File: config.mk
export PLATFORM = sky130hd
export DESIGN_NAME = bram_xfer_cmd_scheduler
export DESIGN_NICKNAME = d
export VERILOG_FILES = /design/src/rtl/bram_xfer_cmd_scheduler.sv
export SDC_FILE = /design/constraint.sdc
export NUM_CORES = 1
export LEC_CHECK = 0
export CAP_MARGIN = 0
export CORE_MARGIN = 2
export CORE_UTILIZATION = 40
export CTS_CLUSTER_SIZE = 14
export DETAILED_ROUTE_END_ITERATION = 12
export PLACE_DENSITY_LB_ADDON = 0.25
export SLEW_MARGIN = 30
export SYNTH_ARGS = -nofsm -noshare
export SYNTH_HDL_FRONTEND = slang
export SYNTH_SLANG_ARGS = --single-unit
File: constraint.sdc
create_clock -name aclk -period 2.4 [get_ports aclk]
set_input_delay 0.24 -clock aclk [delete_from_list [all_inputs] [get_ports aclk]]
set_output_delay 0.24 -clock aclk [all_outputs]
set_load 0.01 [all_outputs]
File: src/rtl/bram_xfer_cmd_scheduler.sv
// Command front-end for the AXI BRAM transfer FSM: validates 64-bit commands,
// issues a one-cycle instruction strobe, watches for completion and reports status.
module bram_xfer_cmd_scheduler #(
  parameter int TIMEOUT_CYCLES = 65535,
  parameter int WR_BRAM_MAX    = 31,
  parameter int RD_BRAM_MAX    = 15
) (
  input  logic        aclk,
  input  logic        aresetn,
  input  logic        cmd_valid,
  output logic        cmd_ready,
  input  logic [63:0] cmd_data,
  input  logic        xfer_done,
  input  logic        err_clear,
  output logic [7:0]  instr_code,
  output logic [4:0]  wr_bram_start,
  output logic [4:0]  wr_bram_end,
  output logic [3:0]  rd_bram_start,
  output logic [3:0]  rd_bram_end,
  output logic [15:0] wr_addr_start,
  output logic [15:0] wr_addr_count,
  output logic [15:0] rd_addr_start,
  output logic [15:0] rd_addr_count,
  output logic        busy,
  output logic        cmd_done,
  output logic [1:0]  err_code,
  output logic [15:0] cmd_count
);

  // state     | meaning
  // S_IDLE    | waiting for a command (accepts only when no sticky error)
  // S_CHECK   | validating the latched command
  // S_ISSUE   | one-cycle instruction strobe to the transfer FSM
  // S_WAIT    | waiting for xfer_done under watchdog
  // S_REPORT  | cmd_done pulse, status/counter update
  typedef enum logic [2:0] {
    S_IDLE, S_CHECK, S_ISSUE, S_WAIT, S_REPORT
  } state_t;

  localparam int            TW      = $clog2(TIMEOUT_CYCLES);
  localparam logic [TW-1:0] TO_LOAD = TW'(TIMEOUT_CYCLES - 1);
  localparam logic [5:0]    WR_MAX  = 6'(WR_BRAM_MAX);
  localparam logic [5:0]    RD_MAX  = 6'(RD_BRAM_MAX);

  localparam logic [7:0] OP_WR = 8'h01;
  localparam logic [7:0] OP_RD = 8'h02;

  localparam logic [1:0] E_NONE  = 2'd0;
  localparam logic [1:0] E_OPC   = 2'd1;
  localparam logic [1:0] E_RANGE = 2'd2;
  localparam logic [1:0] E_TMO   = 2'd3;

  state_t        state, state_nxt;
  logic [63:0]   cmd_q;
  logic [TW-1:0] to_cnt;
  logic [1:0]    res_err;

  logic [7:0]  opcode;
  logic [4:0]  bram_start, bram_end;
  logic [15:0] addr_start, addr_count;
  logic        is_wr, is_rd, op_bad, range_bad, timeout_hit, accept;
  logic        unused_cmd_bits;

  assign opcode     = cmd_q[63:56];
  assign bram_start = cmd_q[52:48];
  assign bram_end   = cmd_q[44:40];
  assign addr_start = cmd_q[31:16];
  assign addr_count = cmd_q[15:0];
  assign unused_cmd_bits = ^{cmd_q[55:53], cmd_q[47:45], cmd_q[39:32]};

  assign is_wr  = (opcode == OP_WR);
  assign is_rd  = (opcode == OP_RD);
  assign op_bad = !(is_wr || is_rd);
  assign range_bad = (bram_start > bram_end)
                   || (is_wr && ({1'b0, bram_end} > WR_MAX))
                   || (is_rd && ({1'b0, bram_end} > RD_MAX))
                   || (addr_count == 16'd0);

  assign timeout_hit = (to_cnt == '0);

  // Ready is gated by aresetn so every output reads 0 while reset is held.
  assign cmd_ready = aresetn && (state == S_IDLE) && (err_code == E_NONE);
  assign accept    = cmd_valid && cmd_ready;

  always_ff @(posedge aclk or negedge aresetn) begin
    if (!aresetn) state <= S_IDLE;
    else          state <= state_nxt;
  end

  always_comb begin
    state_nxt  = state;
    instr_code = 8'h00;
    cmd_done   = 1'b0;
    busy       = (state != S_IDLE);
    case (state)
      S_IDLE:   if (accept) state_nxt = S_CHECK;
      S_CHECK:  state_nxt = (op_bad || range_bad) ? S_REPORT : S_ISSUE;
      S_ISSUE: begin
        instr_code = opcode;
        state_nxt  = S_WAIT;
      end
      S_WAIT:   if (xfer_done || timeout_hit) state_nxt = S_REPORT;
      S_REPORT: begin
        cmd_done  = 1'b1;
        state_nxt = S_IDLE;
      end
      default:  state_nxt = S_IDLE;
    endcase
  end

  always_ff @(posedge aclk or negedge aresetn) begin
    if (!aresetn) begin
      cmd_q         <= '0;
      to_cnt        <= '0;
      res_err       <= E_NONE;
      err_code      <= E_NONE;
      cmd_count     <= '0;
      wr_bram_start <= '0;
      wr_bram_end   <= '0;
      rd_bram_start <= '0;
      rd_bram_end   <= '0;
      wr_addr_start <= '0;
      wr_addr_count <= '0;
      rd_addr_start <= '0;
      rd_addr_count <= '0;
    end else begin
      case (state)
        S_IDLE: begin
          if (accept)    cmd_q    <= cmd_data;
          if (err_clear) err_code <= E_NONE;
        end
        S_CHECK: begin
          if (op_bad) begin
            res_err <= E_OPC;
          end else if (range_bad) begin
            res_err <= E_RANGE;
          end else begin
            res_err <= E_NONE;
            if (is_wr) begin
              wr_bram_start <= bram_start;
              wr_bram_end   <= bram_end;
              wr_addr_start <= addr_start;
              wr_addr_count <= addr_count;
            end else begin
              rd_bram_start <= bram_start[3:0];
              rd_bram_end   <= bram_end[3:0];
              rd_addr_start <= addr_start;
              rd_addr_count <= addr_count;
            end
          end
        end
        S_ISSUE: to_cnt <= TO_LOAD;
        S_WAIT: begin
          // Completion takes priority over a watchdog expiry in the same cycle.
          if (xfer_done)        res_err <= E_NONE;
          else if (timeout_hit) res_err <= E_TMO;
          else                  to_cnt  <= to_cnt - TW'(1);
        end
        S_REPORT: begin
          if (res_err == E_NONE)      cmd_count <= cmd_count + 16'd1;
          else if (err_code == E_NONE) err_code <= res_err;
          res_err       <= E_NONE;
          to_cnt        <= '0;
          wr_bram_start <= '0;
          wr_bram_end   <= '0;
          rd_bram_start <= '0;
          rd_bram_end   <= '0;
          wr_addr_start <= '0;
          wr_addr_count <= '0;
          rd_addr_start <= '0;
          rd_addr_count <= '0;
        end
        default: ;
      endcase
    end
  end

endmodule

Word level (Yosys, flattened, before mapping) --
Cells that the tools add are included.
Word-level totals: output and inout port bits 111, bits of input ports 69, word-level logic and storage cells 114, flip-flop bits (word level) 185
Operators by class: magnitude comparators 2, add/subtract/negate cells 2, multiplexer cells 50, equality and inequality tests 18, reductions and logical operators 28
Operators by type and width (number):
- 16-bit 2-to-1 mux | 14
- 16-bit one-hot mux with 2 select lines | 4
- 16-bit one-hot mux with 3 select lines | 1
- 16-bit zero test | 2
- 5-bit 2-to-1 mux | 6
- 4-bit 2-to-1 mux | 6
- 2-bit inequality test, second input constant | 11
- 5-bit one-hot mux with 2 select lines | 2
- 16-bit by 1-bit adder with 16-bit output, second input constant | 1
- 4-bit one-hot mux with 2 select lines | 2
- 16-bit by 1-bit subtractor with 16-bit output, second input constant | 1
- 2-bit 2-to-1 mux | 7
- 3-bit one-hot mux with 4 select lines | 1
- 4-bit AND reduction | 3
- 3-bit 2-to-1 mux | 3
- 3-bit nonzero test | 3
- 8-bit by 1-bit == test with 1-bit output, second input constant | 1
- 8-bit by 2-bit == test with 1-bit output, second input constant | 1
- 8-bit 2-to-1 mux | 1
- 2-bit AND reduction | 4
- 3-bit by 2-bit == test with 1-bit output, second input constant | 2
- 2-bit one-hot mux with 3 select lines | 1
- 5-bit by 4-bit greater-than comparator with 1-bit output, second input constant | 1
- 5-bit greater-than comparator | 1
- other kinds (12) | 21

Depth between registers and ports, before layout --
Gate-level depths: netlist of run 1.
depth after elaboration 7, gate-level depth with buffers 9

Least setup slack after synthesis of run 1 --
No wires, ideal clock.
path type register to register, start register cmd_q[44], end register wr_bram_end[0], library setup time 0.121 ns, path buffers 1, clock period less this slack 2.159 ns, slack 0.241 ns, arrival time 2.038 ns, cell stages (with the launch flop) 9, cells stage by stage dfrtp_1 > inv_1 > ha_1 > nand4_1 > or2_2 > a2111oi_4 > a21oi_1 > buf_2 > a22o_1
On the way: longest elaborated chain between the ends 6
Ends and longest elaborated chain:
- from (decl) | RTL line 54 | logic [63:0] cmd_q;
- from (signal assigned) | RTL line 129 | if (accept) cmd_q <= cmd_data;
- 5-bit by 4-bit greater-than comparator with 1-bit output | RTL line 76 | || (is_rd && ({1'b0, bram_end} > RD_MAX))
- 1-bit logical AND | RTL line 76
- 1-bit logical OR * | RTL line 76
- 1-bit logical OR * | RTL line 77 | || (addr_count == 16'd0);
- 2-bit inequality test (no line) *
- 4-bit AND reduction (no line) *
- to (signal assigned) | RTL line 141 | wr_bram_end <= bram_end;
- to (decl) | RTL line 17 | output logic [4:0] wr_bram_end,
Mark *: on every way between the ends. The rest lies on a longest branch, timed or not. A chain may end at the register's enable or synchronous reset.

Worst setup path after layout of run 1 --
start register state[0], end output cmd_done
On the way: longest elaborated chain between the ends 2
Ends and longest elaborated chain:
- from (decl) | RTL line 53 | state_t state, state_nxt;
- from (signal assigned) | RTL line 87 | else state <= state_nxt;
- 3-bit == test | RTL line 95 | case (state)
- 1-bit 2-to-1 mux | RTL line 95
- to (decl) | RTL line 25 | output logic cmd_done,
No other way between the ends.

==> flow_metrics.py, run 1 <==
metrics = {
    "drt": {
        "firstDrtPassIters": 5,
        "viasPerCell": 5.53,
        "via_count": 5815,
        "antenna_left": 0,
        "dr.first_iter.drc_count": 423,
        "wl_per_cell_um": 18.6,
        "routed_wl_um": 19500,
        "drc": 0,
    },
    "floorplanning": {
        "fp.coreArea_um2": 18100,
        "die_w_um": 140,
        "start_util_pct": 41.1,
        "ios": 180,
        "die_y_um": 140,
        "fp.dieArea_um2": 19700,
        "num_rows": 49,
    },
    "grt": {
        "grt_pass1_vias": 5674,
        "grt_remaining_overflow": 0,
        "antenna_found_initial": 0,
        "grt_max_degree": 83,
        "grt_pass1_wl_um": 30700,
        "grt_usage_pct": 19.7,
    },
    "logic_synthesis": {
        "yosys_warnings": 0,
        "postSynth.asyncResetShare_pct": 100,
        "synth_seq_cells": 171,
        "synth_area_um2": 7430,
        "synthFlopType": "dfrtp_1",
        "ys_types": 61,
        "synth_edf_count": 0,
        "avgSynthCellArea_um2": 11.6,
        "synth_cells": 639,
        "ys_seq_area_share_pct": 57.6,
        "syn-num-nets": 715,
    },
    "power": {
        "pwr-share-comb_pct": 33.1,
        "switching_share_pct": 36.2,
        "clkPwrFrac_pct": 25.5,
        "vdd_drop_max_v": 0.000546,
        "p_switching_uw": 3820,
        "intPower_uw": 6740,
        "p_seq_share_pct": 41.4,
        "power.total_uw": 10600,
        "leakage_uw": 0.00429,
        "power.density_nw_per_um2": 1050,
    },
    "min_path": {
        "worstHoldPathCells": 2,
        "min_path_type": "in -> reg",
        "holdPathEnd": "cmd_q[56]",
        "holdCritStartpoint": "cmd_data[56]",
    },
    "critical_path": {
        "r2r_slack_ns": 0.08,
        "timing.critical_path.arrival_ns": 2.09,
        "path_class": "reg -> out",
        "critPathMaxStageDelay_ns": 0.56,
        "worst_setup_path_end_kind": "primary output",
        "cp.required_ns": 2.16,
        "reg2reg_to": "wr_addr_count[10]",
        "r2r-start": "cmd_q[41]",
        "crit_chain": "or3b_4 > inv_4 > clkdlybuf4s50_1",
        "worst_path_max_delay_cell": "clkdlybuf4s50_1",
        "reg2regPathDepth": 9,
        "crit_fanout": 13,
        "critPathLaunchType": "flop",
        "critPathTopFamily": "buffers and inverters",
        "worst-path-buf-inv": 2,
    },
    "clock_network": {
        "path_clk_slew_ns": 0.07,
        "cts_tree": "built",
        "cts_max_path_buffers": 2,
        "clkLatencyLatePin_ns": 0.44,
        "cts-root-buf": "clkbuf_16",
        "cts.sink_count": 171,
        "numCtsBuffers": 17,
        "h-tree-depth": 4,
    },
    "cells_and_area": {
        "area_growth_pct": 35.9,
        "fill_cells": 1506,
        "nets": 886,
        "n_antenna_cell": 0,
        "drive_gt1_share_pct": 16.6,
    },
    "status": {
        "status": "complete, no violations",
    },
    "sta": {
        "hold_ws_ns": 0.413,
        "setup_violations": 0,
        "maxSlewViolCount": 0,
        "min_period_over_period_pct": 97.0,
        "fin_crit_ns": 2.33,
        "fmax_mhz": 430,
        "skew_ns": 0.0114,
        "fin_tns_setup_ns": 0,
        "tightest_slew_ns": 0.856,
        "hold_viol": 0,
        "max-slew-margin-rel_pct": 42.9,
    },
    "place": {
        "hpwlAfterDp_um": 13000,
        "port_buffers": 165,
        "gp_congestion": 0.812,
    },
    "job": {
        "drv_cap": 0,
    },
}
layout make-up:
cell class                      count  area [um2]  area share, %
Sequential cell                   171        4280           42.4
Timing Repair Buffer              193        1940           19.3
Clock inverter                     15         158           1.56
Multi-Input combinational cell    410        2930           29.0
Inverter                           17        66.3          0.657
Clock buffer                       17         425           4.21
Tap cell                          229         287           2.84
cells in the mapped netlist (3+ instances only):
cell / count / area share, %
nor2b_1: 3 / 0.25
nand2b_1: 3 / 0.25
dfrtp_1: 171 / 58
inv_1: 16 / 0.81
xor2_1: 5 / 0.59
xnor2_1: 10 / 1.2
nand2_1: 53 / 2.7
mux2_2: 51 / 7.7
buf_2: 12 / 0.81
clkbuf_1: 23 / 1.2
nor2_1: 20 / 1.0
a31oi_1: 9 / 0.76
o22a_1: 10 / 1.2
ha_1: 7 / 1.2
nand4_1: 7 / 0.59
a41oi_1: 5 / 0.59
a22o_1: 43 / 5.1
o21ai_0: 42 / 2.8
nor4_1: 8 / 0.67
buf_4: 4 / 0.40
and2_1: 9 / 0.76
nand3_1: 46 / 3.1
o21ai_1: 4 / 0.27
and3_1: 5 / 0.42
nor3_1: 5 / 0.34
a21oi_1: 26 / 1.8
o22ai_1: 3 / 0.25
repair_timing:
item	in CTS	in global routing
setup endpoints to repair	10	91
hold buffers	1	0
buffers inserted	0	4
pin swaps	0	1
hold endpoints to repair	41	0
gates cloned	0	1
gates resized for setup	4	11
layout by cell type (no fill, tap or decap), drive strengths merged, types with 18 or more instances in the layout:
cell type        n
nor2            21
o21ai           46
a22o            43
inv             23
a21oi           26
nand2           53
dfrtp          171
clkbuf          18
buf             27
nand3           46
mux2            51
clkdlybuf4s50  164
worst register-to-register path: stages (launching register included):
cell       delay [ns]
dfrtp_1          0.39
inv_1            0.06
ha_1             0.28
nand4_1          0.14
or2_4            0.29
a2111oi_4        0.35
buf_4            0.17
a21oi_4          0.06
buf_12           0.19
a22o_1           0.28
registers in the layout, summed over array words and instances (netlist names), 16 cells and up:
signal and count:
cmd_count 16, to_cnt 16, cmd_q 50, rd_addr_start 16, wr_addr_count 16, rd_addr_count 16, wr_addr_start 16
power by group through the flow:
stage	sequential, uW	combinational, uW	clock, uW
global route	4490	3820	2860
CTS	4360	3410	2750
detailed placement	4410	3370	0
floorplan	4220	2190	0
finish	4380	3490	2690
global placement	4370	3270	0
cells by family after synthesis:
logic type | Yosys count | share of synthesized area (%)
adders and majority gates | 7 | 1.18
AOI/OAI and AO/OA | 158 | 15.1
muxes | 52 | 7.87
and+or+nand+nor | 178 | 12.9
buffers and inverters | 58 | 3.59
DFF | 171 | 57.6
xor gates and xnor gates | 15 | 1.77
stage by stage:
step / utilization (%) / area [um2] / setup WS, ns / cells
final: 55.8 / 10100 / 0.0723 / 1052
after detailed placement: 52.0 / 9410 / 0.0643 / 1014
after CTS: 55.4 / 10000 / 0.0182 / 1047
after global routing: 55.8 / 10100 / -0.0296 / 1052
after global placement: 52.0 / 9410 / 0.0887 / 1014
after floorplan: - / 7430 / 0.241 / 639
worst max-delay path by stage:
stage                                    to      start  cells past startpoint
after CTS                  wr_addr_start[8]  cmd_q[50]                      8
final                              cmd_done   state[0]                      3
after global routing       wr_addr_start[1]  cmd_q[51]                      8
after global placement    wr_addr_count[13]  cmd_q[41]                      9
after detailed placement   wr_addr_start[5]  cmd_q[51]                      8
after floorplan              wr_bram_end[0]  cmd_q[44]                      8
layer usage:
layer  part of all wire, %  track usage, %  up-vias
li1                      -               -     2677
met1                    44            26.5     2909
met2                    49            31.9      211
met3                   6.1            4.58       18
met4                   1.2            6.33        0
met5                     0               0        -
(Power assumes the default switching activity.)
==> inputs of run 2 (changes only) <==
--- a/config.mk
+++ b/config.mk
@@ -6,8 +6,9 @@
 export NUM_CORES = 1
 export LEC_CHECK = 0
 export CAP_MARGIN = 0
-export CORE_MARGIN = 2
+export CORE_MARGIN = 3
 export CORE_UTILIZATION = 40
+export CTS_CLUSTER_DIAMETER = 120
 export CTS_CLUSTER_SIZE = 14
 export DETAILED_ROUTE_END_ITERATION = 12
 export PLACE_DENSITY_LB_ADDON = 0.25
@@ -15,3 +16,4 @@
 export SYNTH_ARGS = -nofsm -noshare
 export SYNTH_HDL_FRONTEND = slang
 export SYNTH_SLANG_ARGS = --single-unit
+export TNS_END_PERCENT = 10
==> run 2 against run 1 <==
- global-route usage fell by 0.57 points
- cell count barely moved
- maximum frequency rose by 0.58%
- clock power rose by 5%
- sequential cell count did not move
- critical endpoint unchanged
- largest power group unchanged
==> flow_metrics.py, run 2 (synthesis results as in run 1) <==
metrics = {
    "grt": {
        "met3_usage_pct": 4.44,
        "grt_pass1_vias": 5845,
        "antenna_found_initial": 0,
        "grt_remaining_overflow": 0,
        "grtUsageMet1_pct": 26.4,
        "grt_use_met2_pct": 30.1,
        "grt_pass1_wl_um": 30900,
        "grt_usage_pct": 19.2,
        "top_usage_layer": "met2",
        "grt_max_degree": 116,
    },
    "clock_network": {
        "path_clk_slew_ns": 0.07,
        "numCtsBuffers": 17,
        "cts-root-buf": "clkbuf_16",
        "h-tree-depth": 4,
        "clkLatencyLatePin_ns": 0.43,
        "cts_tree": "built",
        "cts_max_path_buffers": 2,
        "cts.sink_count": 171,
    },
    "sta": {
        "fin_crit_ns": 2.31,
        "skew_ns": 0.0132,
        "hold_ws_ns": 0.244,
        "maxSlewViolCount": 0,
        "hold_viol": 0,
        "min_period_over_period_pct": 96.4,
        "max-slew-margin-rel_pct": 41.6,
        "fmax_mhz": 432,
        "tightest_slew_ns": 0.876,
        "setup_violations": 0,
    },
    "power": {
        "vdd_drop_max_v": 0.000554,
        "power.total_uw": 10700,
        "leakage_uw": 0.00433,
        "power.density_nw_per_um2": 1050,
    },
    "place": {
        "placed_area_um2": 9450,
        "gp_congestion": 0.798,
        "hpwlAfterDp_um": 13000,
        "port_buffers": 165,
    },
    "critical_path": {
        "cp.required_ns": 2.16,
        "critPathTopFamily": "buffers and inverters",
        "crit_fanout": 13,
        "crit_chain": "or3b_4 > inv_4 > clkdlybuf4s50_1",
        "critPathLaunchType": "flop",
        "r2r-start": "cmd_q[42]",
        "worst_path_max_delay_cell": "clkdlybuf4s50_1",
        "critPathMaxStageDelay_ns": 0.56,
        "crit_start": "state[0]",
        "worst-path-buf-inv": 2,
        "path_class": "reg -> out",
        "worst_setup_path_end_kind": "primary output",
        "timing.critical_path.arrival_ns": 2.07,
    },
    "status": {
        "status": "complete, no violations",
    },
    "floorplanning": {
        "fp.dieArea_um2": 20200,
        "ios": 180,
        "die_w_um": 142,
        "num_rows": 49,
        "start_util_pct": 41.1,
        "die_y_um": 142,
        "fp.coreArea_um2": 18100,
    },
    "cells_and_area": {
        "largest_register_ffs": 50,
        "largest_register": "cmd_q",
        "area_growth_pct": 37.2,
        "n_antenna_cell": 0,
        "multi_input_area_um2": 2920,
        "drive_gt1_share_pct": 16.6,
        "final_area_um2": 10200,
        "fill_cells": 1505,
        "final_common_cell": "dfrtp_1",
        "regArea_um2": 4280,
        "nets": 887,
        "final_cell_mix": "dfrtp_1 (168), clkdlybuf4s50_1 (164), nand2_1 (53)",
    },
    "drt": {
        "routed_wl_um": 20200,
        "via_count": 5855,
        "viasPerCell": 5.56,
        "firstDrtPassIters": 5,
        "drc": 0,
        "wl_per_cell_um": 19.1,
        "antenna_left": 0,
        "dr.first_iter.drc_count": 416,
    },
    "min_path": {
        "min_path_type": "in -> async",
    },
    "job": {
        "drv_cap": 0,
    },
}
run 2: changes by cell type in the layout (fill, tap and decap cells not counted), sizes merged:
cell / change
bufinv: +2
clkbuf: +2
clkinv: -7
clkinvlp: +1
inv: +3
run 2: through the flow:
| stage | setup WS [ns] | instances | utilization, % | TNS, ns |
|---|---|---|---|---|
| after detailed placement | 0.0268 | 1015 | 52.3 | 0 |
| after CTS | -0.00675 | 1048 | 55.7 | -0.0148 |
| after global routing | -0.0194 | 1053 | 56.3 | -0.0517 |
| after global placement | 0.0666 | 1015 | 52.3 | 0 |
| final | 0.0857 | 1053 | 56.3 | 0 |
| after floorplan | 0.241 | 639 | - | 0 |
run 2: metal layers:
metal,vias to the layer above,wire [um]
met1,2926,9000
met3,24,1230
met5,-,0
li1,2686,-
met2,219,9610
met4,0,308
run 2: power breakdown:
| group | internal, uW | leakage (uW) | switching (uW) | total (uW) |
|---|---|---|---|---|
| clock network | 1600 | 0.000298 | 1230 | 2830 |
| registers | 3610 | 0.00221 | 753 | 4360 |
| logic | 1760 | 0.00182 | 1790 | 3550 |
run 2: what timing repair did:
action / CTS / global route
buffers inserted: 0 / 2
resized for setup: 3 / 14
endpoints found under the setup margin: 10 / 91
hold buffers: 1 / 0
endpoints found under the hold margin: 13 / 0
gates cloned: 0 / 3
pin swaps: 0 / 4
run 2: worst paths after layout:
path                       slack [ns]  depth (start not counted)                end
hold / removal                   0.24                          2          to_cnt[2]
hold reg to reg                  0.48                          1      cmd_count[15]
min in group aclk                0.42                          2          cmd_q[24]
max in group asynchronous        1.30                          3  rd_addr_start[15]
setup reg to reg                 0.09                         10   rd_bram_start[0]
setup / recovery                 0.09                          3           cmd_done
run 2: layout make-up:
class                      count  area share [%]
sequential                   171            42.0
multi-input combinational    410            28.7
timing repair buffer         194            19.8
clock buffer                  18            4.31
tap                          229            2.81
clock inverter                14            1.67
inverter                      17           0.651
